File: config.mk
export PLATFORM = sky130hd
export DESIGN_NAME = gpio_bank
export DESIGN_NICKNAME = d
export VERILOG_FILES = /design/src/rtl/gpio_pkg.sv /design/src/rtl/gpio_input_filter.sv /design/src/rtl/gpio_bank.sv
export SDC_FILE = /design/constraint.sdc
export NUM_CORES = 1
export LEC_CHECK = 0
export ABC_AREA = 1
export CAP_MARGIN = 15
export CORE_MARGIN = 8
export CORE_UTILIZATION = 50
export DETAILED_ROUTE_END_ITERATION = 10
export PLACE_DENSITY = 0.74
export SLEW_MARGIN = 20
export SYNTH_ARGS = -nofsm -noshare
export SYNTH_HDL_FRONTEND = slang
export SYNTH_HIERARCHICAL = 1
export SYNTH_SLANG_ARGS = --single-unit
File: constraint.sdc
create_clock -name clk -period 2.6 [get_ports clk]
set_input_delay 0.52 -clock clk [delete_from_list [all_inputs] [get_ports clk]]
set_output_delay 0.52 -clock clk [all_outputs]
set_load 0.02 [all_outputs]
File: src/rtl/gpio_pkg.sv
// Shared definitions for the GPIO bank: register word indices and bus width.
// Latency: n/a (package only).
// Backpressure: n/a.
package gpio_pkg;

    localparam int GPIO_REGMAP_W = 32;
    localparam int GPIO_ADDR_W   = 4;

    localparam logic [GPIO_ADDR_W-1:0] GPIO_REG_OE      = 4'd0;
    localparam logic [GPIO_ADDR_W-1:0] GPIO_REG_OUT     = 4'd1;
    localparam logic [GPIO_ADDR_W-1:0] GPIO_REG_SET     = 4'd2;
    localparam logic [GPIO_ADDR_W-1:0] GPIO_REG_CLR     = 4'd3;
    localparam logic [GPIO_ADDR_W-1:0] GPIO_REG_TGL     = 4'd4;
    localparam logic [GPIO_ADDR_W-1:0] GPIO_REG_IN      = 4'd5;
    localparam logic [GPIO_ADDR_W-1:0] GPIO_REG_RISE_EN = 4'd6;
    localparam logic [GPIO_ADDR_W-1:0] GPIO_REG_FALL_EN = 4'd7;
    localparam logic [GPIO_ADDR_W-1:0] GPIO_REG_STATUS  = 4'd8;

    // Expand 4 byte enables into a 32-bit bit mask.
    function automatic logic [GPIO_REGMAP_W-1:0] gpio_byte_mask(input logic [3:0] be);
        return {{8{be[3]}}, {8{be[2]}}, {8{be[1]}}, {8{be[0]}}};
    endfunction

endpackage

File: src/rtl/gpio_input_filter.sv
// Per-pin input conditioning: 2-flop synchroniser, optional debounce, edge detect.
// Latency: pad change visible on o_in_q 2 edges later (plus debounce time when enabled).
// Backpressure: none; free-running every cycle.
//
// Optional feature macro: GPIO_DEBOUNCE_EN (adds a per-pin stability counter).
// Ports: i_clk, i_rst (sync, active-high), i_pin (async pad), i_rise_en/i_fall_en
//        (edge enables), o_in_q (filtered level), o_rise/o_fall (enabled edge events).
module gpio_input_filter
    import gpio_pkg::*;
#(
    parameter int DEBOUNCE_CYCLES = 4
) (
    input  logic i_clk,
    input  logic i_rst,
    input  logic i_pin,
    input  logic i_rise_en,
    input  logic i_fall_en,
    output logic o_in_q,
    output logic o_rise,
    output logic o_fall
);

    logic r_sync1;
    logic r_sync2;
    logic r_in_prev;
    logic w_in_q;

    always_ff @(posedge i_clk) begin
        if (i_rst) begin
            r_sync1 <= 1'b0;
            r_sync2 <= 1'b0;
        end else begin
            r_sync1 <= i_pin;
            r_sync2 <= r_sync1;
        end
    end

`ifdef GPIO_DEBOUNCE_EN
    localparam int CNT_W = $clog2(DEBOUNCE_CYCLES + 1);
    // The first cycle of a new value never counts (it differs from the previous
    // sample), so the update lands after DEBOUNCE_CYCLES-1 stable-and-different cycles.
    localparam logic [CNT_W-1:0] CNT_LAST = CNT_W'(DEBOUNCE_CYCLES - 2);

    logic             r_sync_d;
    logic             r_in_q;
    logic [CNT_W-1:0] r_cnt;
    logic             w_hold;

    assign w_hold = (r_sync2 != r_in_q) && (r_sync2 == r_sync_d);

    always_ff @(posedge i_clk) begin
        if (i_rst) begin
            r_sync_d <= 1'b0;
            r_in_q   <= 1'b0;
            r_cnt    <= '0;
        end else begin
            r_sync_d <= r_sync2;
            if (!w_hold) begin
                r_cnt <= '0;
            end else if (r_cnt == CNT_LAST) begin
                r_in_q <= r_sync2;
                r_cnt  <= '0;
            end else begin
                r_cnt <= r_cnt + CNT_W'(1);
            end
        end
    end

    assign w_in_q = r_in_q;
`else
    localparam int unused_debounce_cycles = DEBOUNCE_CYCLES;
    assign w_in_q = r_sync2;
`endif

    always_ff @(posedge i_clk) begin
        if (i_rst) begin
            r_in_prev <= 1'b0;
        end else begin
            r_in_prev <= w_in_q;
        end
    end

    assign o_in_q = w_in_q;
    assign o_rise = w_in_q & ~r_in_prev & i_rise_en;
    assign o_fall = ~w_in_q & r_in_prev & i_fall_en;

endmodule

File: src/rtl/gpio_bank.sv
// GPIO bank: per-pin direction, atomic set/clear/toggle, filtered inputs, edge irqs.
// Latency: writes land at the bus_we edge; read data valid the cycle after bus_oe.
// Backpressure: bus_busy high only in the bus_oe cycle; writes never stall.
//
// Optional feature macro: GPIO_DEBOUNCE_EN (per-pin input debounce in gpio_input_filter).
// Ports: clk, rst (sync, active-high); bus_* peripheral bus (4-bit word address,
//        byte-enabled 32-bit writes, registered 32-bit reads); io_in (async pads),
//        io_out/io_oe (pad value/enable straight from OUT/OE); irq (level).
module gpio_bank
    import gpio_pkg::*;
#(
    parameter int WIDTH           = 16,
    parameter int DEBOUNCE_CYCLES = 4
) (
    input  logic                     clk,
    input  logic                     rst,
    input  logic [GPIO_ADDR_W-1:0]   bus_address,
    input  logic                     bus_we,
    input  logic                     bus_oe,
    input  logic [3:0]               bus_byteSelect,
    input  logic [GPIO_REGMAP_W-1:0] bus_dataWrite,
    output logic [GPIO_REGMAP_W-1:0] bus_dataRead,
    output logic                     bus_busy,
    input  logic [WIDTH-1:0]         io_in,
    output logic [WIDTH-1:0]         io_out,
    output logic [WIDTH-1:0]         io_oe,
    output logic                     irq
);

    logic [WIDTH-1:0]         r_oe;
    logic [WIDTH-1:0]         r_out;
    logic [WIDTH-1:0]         r_rise_en;
    logic [WIDTH-1:0]         r_fall_en;
    logic [WIDTH-1:0]         r_status;
    logic                     r_irq;
    logic [GPIO_REGMAP_W-1:0] r_rdata;

    logic [GPIO_REGMAP_W-1:0] w_mask32;
    logic [GPIO_REGMAP_W-1:0] w_wd32;
    logic [WIDTH-1:0]         w_mask;
    logic [WIDTH-1:0]         w_wd;
    logic [WIDTH-1:0]         w_w1c;
    logic [WIDTH-1:0]         w_in_q;
    logic [WIDTH-1:0]         w_rise;
    logic [WIDTH-1:0]         w_fall;
    logic [WIDTH-1:0]         w_rd_pin;
    logic [GPIO_REGMAP_W-1:0] w_rdata;
    logic                     w_rd;

    // Masked-off bytes become zero data, which is a no-op for SET/CLR/TGL/STATUS.
    assign w_mask32 = gpio_byte_mask(bus_byteSelect);
    assign w_wd32   = bus_dataWrite & w_mask32;
    assign w_mask   = w_mask32[WIDTH-1:0];
    assign w_wd     = w_wd32[WIDTH-1:0];

    generate
        if (WIDTH < GPIO_REGMAP_W) begin : g_hi_bits
            logic w_unused_hi;
            assign w_unused_hi = ^{w_mask32[GPIO_REGMAP_W-1:WIDTH], w_wd32[GPIO_REGMAP_W-1:WIDTH]};
        end
    endgenerate

    genvar gi;
    generate
        for (gi = 0; gi < WIDTH; gi++) begin : g_pin
            gpio_input_filter #(
                .DEBOUNCE_CYCLES(DEBOUNCE_CYCLES)
            ) u_filter (
                .i_clk    (clk),
                .i_rst    (rst),
                .i_pin    (io_in[gi]),
                .i_rise_en(r_rise_en[gi]),
                .i_fall_en(r_fall_en[gi]),
                .o_in_q   (w_in_q[gi]),
                .o_rise   (w_rise[gi]),
                .o_fall   (w_fall[gi])
            );
        end
    endgenerate

    // A simultaneous write wins over the read.
    assign w_rd  = bus_oe && !bus_we;
    assign w_w1c = (bus_we && (bus_address == GPIO_REG_STATUS)) ? w_wd : '0;

    always_comb begin
        w_rd_pin = '0;
        case (bus_address)
            GPIO_REG_OE:      w_rd_pin = r_oe;
            GPIO_REG_OUT:     w_rd_pin = r_out;
            GPIO_REG_IN:      w_rd_pin = w_in_q;
            GPIO_REG_RISE_EN: w_rd_pin = r_rise_en;
            GPIO_REG_FALL_EN: w_rd_pin = r_fall_en;
            GPIO_REG_STATUS:  w_rd_pin = r_status;
            default:          w_rd_pin = '0;
        endcase
        w_rdata              = '0;
        w_rdata[WIDTH-1:0]   = w_rd_pin;
    end

    always_ff @(posedge clk) begin
        if (rst) begin
            r_oe      <= '0;
            r_out     <= '0;
            r_rise_en <= '0;
            r_fall_en <= '0;
            r_status  <= '0;
            r_irq     <= 1'b0;
            r_rdata   <= '0;
        end else begin
            if (bus_we) begin
                case (bus_address)
                    GPIO_REG_OE:      r_oe      <= (r_oe & ~w_mask) | w_wd;
                    GPIO_REG_OUT:     r_out     <= (r_out & ~w_mask) | w_wd;
                    GPIO_REG_SET:     r_out     <= r_out | w_wd;
                    GPIO_REG_CLR:     r_out     <= r_out & ~w_wd;
                    GPIO_REG_TGL:     r_out     <= r_out ^ w_wd;
                    GPIO_REG_RISE_EN: r_rise_en <= (r_rise_en & ~w_mask) | w_wd;
                    GPIO_REG_FALL_EN: r_fall_en <= (r_fall_en & ~w_mask) | w_wd;
                    default: ;
                endcase
            end
            // New events are OR-ed after the clear so they survive a same-cycle W1C.
            r_status <= (r_status & ~w_w1c) | w_rise | w_fall;
            r_irq    <= |r_status;
            if (w_rd) begin
                r_rdata <= w_rdata;
            end
        end
    end

    assign io_out       = r_out;
    assign io_oe        = r_oe;
    assign irq          = r_irq;
    assign bus_busy     = w_rd && !rst;
    // Reset aborts any read in flight, so nothing is presented while it is asserted.
    assign bus_dataRead = rst ? '0 : r_rdata;

endmodule

# == After elaboration in Yosys (flattened, before gate mapping) ==
# Cells that the tools add are included.
# word_totals
regBits,145
latchBits,0
mem_bits_rw,0
romBits,0
inputBits,60
output_inout_bits,66
word_cells,193
n_memories,0
# classes
addsub,0
multipliers,0
div_mod_pow,0
order_cmp,0
eq_ne,8
shift,0
n_mux,4
bitwise,114
reduce_logical,12
# ops
cell,count
bitwise AND 16 bit,7
OR 16 bit,7
case mux 16 bit (6 select lines),1
bitwise AND 1 bit,64
case mux 16 bit (4 select lines),1
inverter 16 bit,3
two-way mux 16 bit,2
inverter 1 bit,32
"== test 4 x 3 -> 1 bit, second input constant",4
OR reduction 16 bit,1
bitwise XOR 16 bit,1
"== test 4 x 2 -> 1 bit, second input constant",2
AND reduction 2 bit,4
"== test 4 x 1 -> 1 bit, second input constant",1
"== test 4 bit, second input constant",1
zero test 4 bit,1
nonzero test 4 bit,1
logical AND 1 bit,3
zero test 1 bit,2

# == Longest topological paths before layout ==
# Gate-level depths: netlist of the first run.
# depth
depth_word,7
ltp_mapped,10

# == Hierarchy ==
# Netlist of the first run, hierarchy kept.
# by_module_without_submodules
mod,instances,cells_per_inst,area_per_inst_um2,seq_area_each_um2
gpio_bank,1,950,5793.1,1941.9
gpio_input_filter,16,13,97.6,60.1

# == Worst setup path after synthesis of the first run ==
# No wires, ideal clock.
# synth_path
kind,input to register
startpoint,input bus_byteSelect[0]
endpoint,register r_out[5] (netlist: io_out[5])
arrival_time_ps,1810
t_required_ps,2530
setup_slack_ps,720
path_stages,8
path_buffers,2
cell_sequence,clkbuf_1 > buf_1 > nand2_1 > ha_1 > nand3b_1 > nand2_1 > nor2_1 > a21oi_1
# synth_between
elab_chain_cells,4
# synth_rtl
item,line,text
start: declaration,gpio_bank.sv:20,"input logic [3:0] bus_byteSelect,"
bitwise AND 16 bit / inverter 16 bit (equally long branches),"gpio_bank.sv:52, gpio_bank.sv:113",
inverter 16 bit / bitwise AND 16 bit (equally long branches),"gpio_bank.sv:115, gpio_bank.sv:113",
bitwise AND 16 bit / OR 16 bit (equally long branches),"gpio_bank.sv:115, gpio_bank.sv:113",
case mux 16 bit (4 select lines) *,gpio_bank.sv:111,case (bus_address)
end signal: assignment,gpio_bank.sv:113,GPIO_REG_OUT: r_out <= (r_out & ~w_mask) | w_wd;
end signal: assignment,gpio_bank.sv:115,GPIO_REG_CLR: r_out <= r_out & ~w_wd;
end signal: assignment,gpio_bank.sv:116,GPIO_REG_TGL: r_out <= r_out ^ w_wd;
end: declaration,gpio_bank.sv:31,logic [WIDTH-1:0] r_out;
# Every way passes the cells marked *; elsewhere a longest branch is shown, timed or not.
# A chain may end at the register's enable or synchronous reset.

# == Worst setup path after layout of the first run ==
# layout_path
startpoint,input rst
endpoint,output bus_dataRead[8]
# layout_between
elab_chain_cells,1
# layout_rtl
item,line,text
start: declaration,gpio_bank.sv:16,"input logic rst,"
two-way mux 16 bit,gpio_bank.sv:136,assign bus_dataRead = rst ? '0 : r_rdata;
end: declaration,gpio_bank.sv:22,"output logic [GPIO_REGMAP_W-1:0] bus_dataRead,"
# No other way between the ends.

==> impl_metrics.py, run 1 <==
metrics = {
    "status": {
        "status": "complete, no violations",
    },
    "hold_path": {
        "hp-start": "g_pin[8].u_filter/r_sync1$_SDFF_PP0_",
        "holdCritPathClass": "reg2reg",
    },
    "worst_setup_path": {
        "critPathRequiredTime_ns": 2.08,
        "startpoint_type": "input port",
        "crit_start": "rst",
        "critPathCaptureType": "primary output",
        "path_cells": "buf_2 -> buf_12 -> nor2_1 -> clkdlybuf4s50_1",
        "cp_slowest_stage_delay_ns": 0.64,
        "reg2reg_to": "io_out[4]$_SDFFE_PP0P_",
        "worstReg2RegStart": "io_out[4]$_SDFFE_PP0P_",
        "worst-path-max-fanout": 46,
        "r2r.worst_path.cells": 5,
        "crit_slowest_cell": "clkdlybuf4s50_1",
        "crit_end": "bus_dataRead[8]",
        "critical_path_class": "in2out",
        "critPathArrivalTime_ns": 1.65,
        "rrSetupSlack_ns": 1.41,
    },
    "clock_network": {
        "numCtsBuffers": 17,
        "cts_setup_buffers": 0,
        "cts.htree.levels": 4,
        "cts_root_buf": "clkbuf_16",
        "cts_sinks": 145,
        "cts-hold-fix-buffers": 0,
        "cts.clk_slew.worst_paths_ns": 0.05,
        "cts_tree": "done",
        "cts_max_path_buffers": 2,
        "clk_latency_ns": 0.43,
    },
    "global_routing": {
        "grt_antenna_before_repair": 0,
        "grt_max_degree": 65,
        "gr-total-overflow": 0,
        "grt_pass1_wl_um": 34200,
        "grt_pass1_vias": 7130,
        "grt.total_usage": 0.229,
    },
    "finish": {
        "layout-drive-gt1-share": 0.0661,
        "layout.nets": 1333,
        "area_delta_synth_final_pct": 25.3,
        "diodes": 0,
        "final_common_cell": "nand2_1",
        "layout_common_cells": "nand2_1 (276), nor2_1 (237), dfxtp_1 (145)",
        "fin_area_um2": 9210,
    },
    "sta": {
        "clock_skew_ns": 0.00633,
        "setup_viol": 0,
        "timing.fmax_mhz": 461,
        "rsz0062_at_grt": "false",
        "relSlewSlack": 0.536,
        "hold_viol": 0,
        "tightest_slew_ns": 0.696,
        "finalCritPeriodShare": 0.835,
        "slew_viol_final": 0,
        "fin_crit_ns": 2.17,
        "finalSetupTns_ns": 0,
    },
    "placed_design": {
        "port_buffers": 91,
        "dp_hpwl_um": 14800,
        "place.gp.congestion": 0.889,
        "place_area_um2": 8560,
    },
    "detailed_routing": {
        "dr.first_iter.drc_count": 746,
        "routed_wl_um": 21500,
        "routedWlPerCell_um": 14.8,
        "vias_per_cell": 5.21,
        "num_vias": 7572,
        "antenna_left": 0,
        "drc": 0,
        "drtPass1Iterations": 7,
    },
    "die": {
        "dieWidth_um": 137,
        "die_h_um": 137,
        "io_pins": 126,
        "floorplan.die_area_um2": 18800,
        "core_area_um2": 14500,
        "start_util": 0.508,
        "rows": 44,
    },
    "synth": {
        "ys_seq_area_frac": 0.395,
        "synthDistinctLibCells": 21,
        "avgSynthCellArea_um2": 6.35,
        "synth-seq-cells": 145,
        "netlist_area_um2": 7350,
        "syn_inst": 1158,
        "ys.warnings.count": 6,
    },
    "pwr": {
        "p_per_area_nw_per_um2": 604,
        "p_leak_nw": 4.30,
        "ir_drop_uv": 434,
    },
    "run": {
        "cap_violations": 0,
    },
}
## cell type report
type	instances	area, µm²
multi-input cells	817	3640
inverters	143	537
repair buffers	133	1250
well taps	184	230
clock buffers	23	498
clock inverters	9	151
fillers	1336	5270
flip-flops and latches	145	2900
## critical path: cells and delay by family
kind,cells,cell delay [ns]
simple gates,1,0.19
buf+inv,3,0.92
## report_power, final
| part | switching [W] | internal, W | total (W) |
|---|---|---|---|
| clock network | 0.000934 | 0.00173 | 0.00266 |
| registers | 0.0000482 | 0.00228 | 0.00233 |
| logic | 0.000358 | 0.000213 | 0.000572 |
| total | 0.00134 | 0.00422 | 0.00556 |
## layer usage
layer,share of wire,routed length [µm],up-vias,track usage
li1,-,-,3767,-
met1,0.40,8700,3475,0.261
met2,0.50,10800,278,0.402
met3,0.064,1380,52,0.0460
met4,0.031,669,0,0.110
met5,0,0,-,0
## Yosys cell counts (all sizes together)
| cell type | n | area share |
|---|---|---|
| nor2 | 243 | 0.13 |
| nand3b | 16 | 0.016 |
| nor3 | 2 | 0.0044 |
| clkinv | 1 | 0.00051 |
| nand3 | 134 | 0.091 |
| nand2 | 277 | 0.14 |
| clkbuf | 34 | 0.017 |
| o21ai | 61 | 0.042 |
| ha | 16 | 0.027 |
| a21oi | 50 | 0.035 |
| buf | 34 | 0.029 |
| conb | 1 | 0.00051 |
| dfxtp | 145 | 0.39 |
| nand4 | 2 | 0.0017 |
| inv | 142 | 0.072 |
## logic make-up (layout without fill, tap and decap cells)
logic type,count (synthesis),after routing,synth area share
compound gates,111,111,0.0760
fa+ha+maj,16,16,0.0272
other cells,1,16,0.000510
flops,145,145,0.395
simple gates,674,674,0.382
buf+inv,211,308,0.119
## worst min path at each step
stage | depth (start not counted) | end
after global routing | 2 | g_pin[13].u_filter/o_in_q$_SDFF_PP0_
after global placement | 2 | g_pin[12].u_filter/o_in_q$_SDFF_PP0_
after detailed placement | 2 | g_pin[13].u_filter/o_in_q$_SDFF_PP0_
after CTS | 2 | g_pin[6].u_filter/o_in_q$_SDFF_PP0_
final | 2 | g_pin[8].u_filter/o_in_q$_SDFF_PP0_
after floorplan | 2 | g_pin[0].u_filter/o_in_q$_SDFF_PP0_
## per-stage QoR
step                utilization  power, W  instances  worst slack (ns)  hold slack [ns]
global route              0.636   0.00574       1454             0.257            0.412
floorplan                     -   0.00269       1173             0.720            0.388
CTS                       0.636   0.00558       1454             0.109            0.400
detailed placement        0.591   0.00294       1422            0.0319            0.393
global placement          0.591   0.00293       1422            0.0970            0.389
finish                    0.636   0.00556       1454             0.429            0.400
## repair_timing
action                                  4_1_cts  5_1_grt
gates resized for setup                       0        1
hold endpoints to repair                      0        0
endpoints found under the setup margin        0        1
No activity file was read; power rests on OpenSTA's default activity.
==> run 2, diff against run 1 <==
==> constraint.sdc (replaced) <==
create_clock -name clk -period 2.1 [get_ports clk]
set_input_delay 0.42 -clock clk [delete_from_list [all_inputs] [get_ports clk]]
set_output_delay 0.42 -clock clk [all_outputs]
set_load 0.02 [all_outputs]
==> impl_metrics.py, run 2 (synthesis results as in run 1) <==
metrics = {
    "detailed_routing": {
        "routed_wl_um": 22100,
        "routedWlPerCell_um": 15.0,
        "drc": 0,
        "vias_per_cell": 5.26,
        "antenna_left": 0,
        "drtPass1Iterations": 5,
        "dr.first_iter.drc_count": 722,
        "num_vias": 7736,
    },
    "finish": {
        "fin_area_um2": 9470,
        "multi_input_area_um2": 3650,
        "diodes": 0,
        "layout.nets": 1351,
        "utilization": 0.654,
        "final_common_cell": "nand2_1",
        "layout_common_cells": "nand2_1 (276), nor2_1 (236), dfxtp_1 (145)",
        "layout-drive-gt1-share": 0.0776,
        "ff_latch_area_um2": 2900,
        "nFillCells": 1331,
        "area_delta_synth_final_pct": 28.7,
    },
    "worst_setup_path": {
        "path_cells": "clkdlybuf4s50_1 -> nor2_2 -> nand2_1 -> inv_1 -> dlygate4sd2_1",
        "critPathCaptureType": "primary output",
        "crit_cells": 5,
        "rrSetupSlack_ns": 0.83,
        "crit_slowest_cell": "clkdlybuf4s50_1",
        "worst-path-max-fanout": 2,
        "r2r.worst_path.cells": 5,
        "reg2reg_to": "io_out[10]$_SDFFE_PP0P_",
        "critPathArrivalTime_ns": 1.59,
        "crit_buf_inv": 3,
        "cp_slowest_stage_delay_ns": 0.54,
        "critical_path_class": "in2out",
        "startpoint_type": "input port",
        "worstReg2RegStart": "io_out[10]$_SDFFE_PP0P_",
        "cp_top_family": "buffers and inverters",
        "critPathRequiredTime_ns": 1.68,
    },
    "die": {
        "core_area_um2": 14500,
        "floorplan.die_area_um2": 18800,
        "io_pins": 126,
        "start_util": 0.508,
        "dieWidth_um": 137,
        "die_h_um": 137,
        "rows": 44,
    },
    "global_routing": {
        "grt.total_usage": 0.238,
        "grt_pass1_wl_um": 35300,
        "grt_max_degree": 65,
        "gr-total-overflow": 0,
        "grt_antenna_before_repair": 0,
        "grt_pass1_vias": 7250,
    },
    "sta": {
        "rsz0062_at_grt": "false",
        "hold_viol": 0,
        "setup_viol": 0,
        "finalCritPeriodShare": 0.958,
        "setup_slack_ns": 0.0890,
        "clock_skew_ns": 0.0101,
        "tightest_slew_ns": 0.680,
        "fin_crit_ns": 2.01,
        "relSlewSlack": 0.547,
        "slew_viol_final": 0,
        "timing.fmax_mhz": 497,
    },
    "clock_network": {
        "cts.clk_slew.worst_paths_ns": 0.06,
        "cts.htree.levels": 4,
        "cts_max_path_buffers": 2,
        "cts_root_buf": "clkbuf_16",
        "cts_tree": "done",
        "cts_sinks": 145,
        "cts-hold-fix-buffers": 0,
        "clk_latency_ns": 0.43,
        "numCtsBuffers": 17,
        "cts_setup_buffers": 0,
    },
    "hold_path": {
        "hold_path_depth": 2,
        "hp-start": "g_pin[9].u_filter/r_sync1$_SDFF_PP0_",
        "holdCritPathClass": "reg2reg",
        "hold_end": "g_pin[9].u_filter/o_in_q$_SDFF_PP0_",
    },
    "pwr": {
        "p_leak_nw": 4.41,
        "ir_drop_uv": 597,
        "p_per_area_nw_per_um2": 748,
    },
    "placed_design": {
        "port_buffers": 91,
        "dp_hpwl_um": 15400,
        "place.gp.congestion": 0.859,
        "place_ws_ns": -0.199,
        "place_area_um2": 8800,
    },
    "run": {
        "cap_violations": 0,
    },
    "status": {
        "status": "complete, no violations",
    },
}
==> run 2: area by class of cell <==
cell class / count / share of cell area
clock buffer: 23 / 0.0494
clock inverter: 9 / 0.0213
inverter: 143 / 0.0567
multi-input combinational: 817 / 0.385
sequential: 145 / 0.307
tap: 184 / 0.0243
timing repair buffer: 151 / 0.156
==> run 2: where the power goes <==
part	switching (W)	internal (W)	total (W)	leakage (nW)
Sequential	0.0000617	0.00282	0.00288	1.18
Combinational	0.000452	0.000296	0.000748	2.91
Clock	0.00116	0.00229	0.00345	0.322
Total	0.00167	0.00541	0.00709	4.41
==> run 2: how the worst max path moves through the flow <==
stage               slack (ns)         startpoint                endpoint
global placement         -0.18             bus_we                bus_busy
detailed placement       -0.20             bus_we                bus_busy
CTS                       0.06             bus_we                bus_busy
finish                    0.09             bus_we                bus_busy
floorplan                 0.32  bus_byteSelect[0]  io_out[5]$_SDFFE_PP0P_
global route             0.009             bus_we                bus_busy
==> run 2: tightest hold or removal path, delay by kind of cell (launching register included) <==
family,cells,cell delay [ns]
simple gates,1,0.03
buf+inv,1,0.04
flops,1,0.29
==> run 2: layer usage <==
metal / GRT usage / part of all wire / vias to the layer above
met5: 0 / 0 / -
met4: 0.132 / 0.044 / 0
met3: 0.0558 / 0.083 / 65
met2: 0.397 / 0.48 / 331
met1: 0.277 / 0.39 / 3538
li1: - / - / 3802
==> run 2: timing repair <==
action,CTS,global route
pin swaps,0,0
endpoints found under the setup margin,1,1
gates resized for setup,1,1
==> run 2: through the flow <==
| stage | std cells | total power (W) | hold WS (ns) | setup TNS (ns) |
|---|---|---|---|---|
| 2_1_floorplan | 1173 | 0.00333 | 0.388 | 0 |
| 3_3_place_gp | 1440 | 0.00366 | 0.391 | -0.572 |
| 3_5_place_dp | 1440 | 0.00368 | 0.396 | -1.32 |
| 4_1_cts | 1472 | 0.00711 | 0.406 | 0 |
| 5_1_grt | 1472 | 0.00734 | 0.421 | 0 |
| 6_report | 1472 | 0.00709 | 0.403 | 0 |
==> variant: new RTL, settings of run 2 <==
The option `GPIO_DEBOUNCE_EN` is turned on by a define.
--- a/src/rtl/gpio_input_filter.sv
+++ b/src/rtl/gpio_input_filter.sv
@@ -5,6 +5,8 @@
 // Optional feature macro: GPIO_DEBOUNCE_EN (adds a per-pin stability counter).
 // Ports: i_clk, i_rst (sync, active-high), i_pin (async pad), i_rise_en/i_fall_en
 //        (edge enables), o_in_q (filtered level), o_rise/o_fall (enabled edge events).
+`define GPIO_DEBOUNCE_EN
+
 module gpio_input_filter
     import gpio_pkg::*;
 #(
Behaviour: not the same (a bounded check fails within 4 cycles, from zero or initial values and one cycle with rst high).
==> variant against run 2 <==
- register-to-register slack better by 20 ps
- clock skew is 4.9 ps higher
- synthesized cell count is 37% higher
- design area rose by 40%
- total power is 31% higher
- routed wire length grew 20%
- hold slack lost 110 ps
- count of clock-buffer cells in the layout increased by 10
- cell count up 36%
- area after synthesis grew 48%
- setup slack got worse by 40 ps
- sequential cell count increased by 80
- largest power group is now sequential cells
- highest routed layer is now met5
==> variant: results <==
group,metric,value,unit
run_status,status,"finished, final reports clean",
placement,place_congestion,0.8747,
pwr,p_sw_share,23.85,%
synthesis,synth_common_cells,"nor2_1, nand2_1, dfxtp_1",
layout,multi_input_area_share,39.90,%
detailed_routing,wl_per_cell,13.29,µm
worst_setup_path,cp_slowest_stage_delay,660,ps
placement,dp_hpwl,18950,µm
worst_setup_path,rrSetupSlack,850,ps
pwr,pg_clk,4.09,mW
layout,nets,1817,
placement,dpl.cell_count,1963,
clock_tree,h-tree-depth,1,
layout,clk_share,5.827,%
pwr,vdd_ir_drop_max,555.9,µV
worst_setup_path,arrival,1630,ps
layout,buffers,146,
layout,inv_count,223,
detailed_routing,drtIter0Drc,855,
grt,grt_use_met1,25.51,%
detailed_routing,routed-via-count,9914,
clock_tree,clkLatencyLatePin,520,ps
layout,fillers,1906,
synthesis,synth_cell_types,27,
hold_path,min_path_type,"input port to register",
sta,skew,15.01,ps
grt,use_met3,3.125,%
clock_tree,numCtsBuffers,24,
layout,seq_share,34.00,%
worst_setup_path,worstRegToRegCells,4,
detailed_routing,via_per_inst,4.950,
layout,nMultiInputCombCells,1089,
pwr,pwr-share-comb,8.5,%
layout,nClkBuffers,33,
worst_setup_path,crit_path_end,"io_out[14]",
synthesis,syn_avg_cell_area,6.854,µm²
synthesis,synth_area_leaders,"dfxtp_1, nor2_1, nand2_1, inv_1, nand3_1",
grt,grt_first_pass_wirelength,43820,µm
grt,grt_pass1_vias,9170,
layout,drive_above_1_share,8.764,%
grt,grt_max_degree,110,
synthesis,ys_seq_area_share,41.33,%
sta,tightest_slew,687.3,ps
worst_setup_path,path_max_fanout,5,
grt,met2_usage,32.34,%
worst_setup_path,timing.rr.end,"irq",
grt,track_usage,19.60,%
clock_tree,clk_path_buf_depth,3,
worst_setup_path,reg2reg_from,"r_status[7]",
variant: cell count changes in the layout (fill, tap and decap cells not counted), sizes merged, moves of 32 or more:
cell | before | now
dfxtp | 145 | 225
nor2 | 243 | 371
ha | 16 | 48
inv | 143 | 222
o21ai | 61 | 93
nand3 | 134 | 166
variant: worst min path at each step:
| stage | start | to | slack (ps) | depth (start not counted) |
|---|---|---|---|---|
| 6_report | rst | g_pin[0].u_filter/r_in_prev | 300 | 2 |
| 5_1_grt | rst | g_pin[0].u_filter/r_in_prev | 300 | 2 |
| 4_1_cts | rst | r_status[6] | 280 | 2 |
| 3_5_place_dp | g_pin[12].u_filter/r_sync1 | g_pin[12].u_filter/r_sync2 | 400 | 2 |
| 2_1_floorplan | g_pin[0].u_filter/r_sync1 | g_pin[0].u_filter/r_sync2 | 390 | 2 |
| 3_3_place_gp | g_pin[12].u_filter/r_sync1 | g_pin[12].u_filter/r_sync2 | 390 | 2 |
variant: logic make-up after synthesis:
kind of cell	synth area share, %
and+or+nand+nor	32.95
buffers and inverters	10.82
DFF	41.33
AOI/OAI and AO/OA	8.071
adders and majority gates	5.511
xor gates and xnor gates	1.286
other	0.03441
variant: through the flow:
stage / worst slack [ps] / hold WS (ps) / total power [mW] / instance area, µm²
finish: 49.21 / 297.5 / 9.295 / 13250
global route: 2.024 / 296.3 / 9.652 / 13250
CTS: 37.79 / 279.8 / 9.370 / 13230
detailed placement: -97.79 / 395.8 / 5.289 / 12460
global placement: -86.78 / 390.0 / 5.273 / 12460
floorplan: 320.1 / 388.3 / 4.939 / 10950
variant: routing by layer:
layer | share of wire, % | up-vias
met3 | 6.9 | 56
li1 | - | 5151
met5 | 0.15 | -
met4 | 2.8 | 8
met1 | 46 | 4396
met2 | 45 | 303
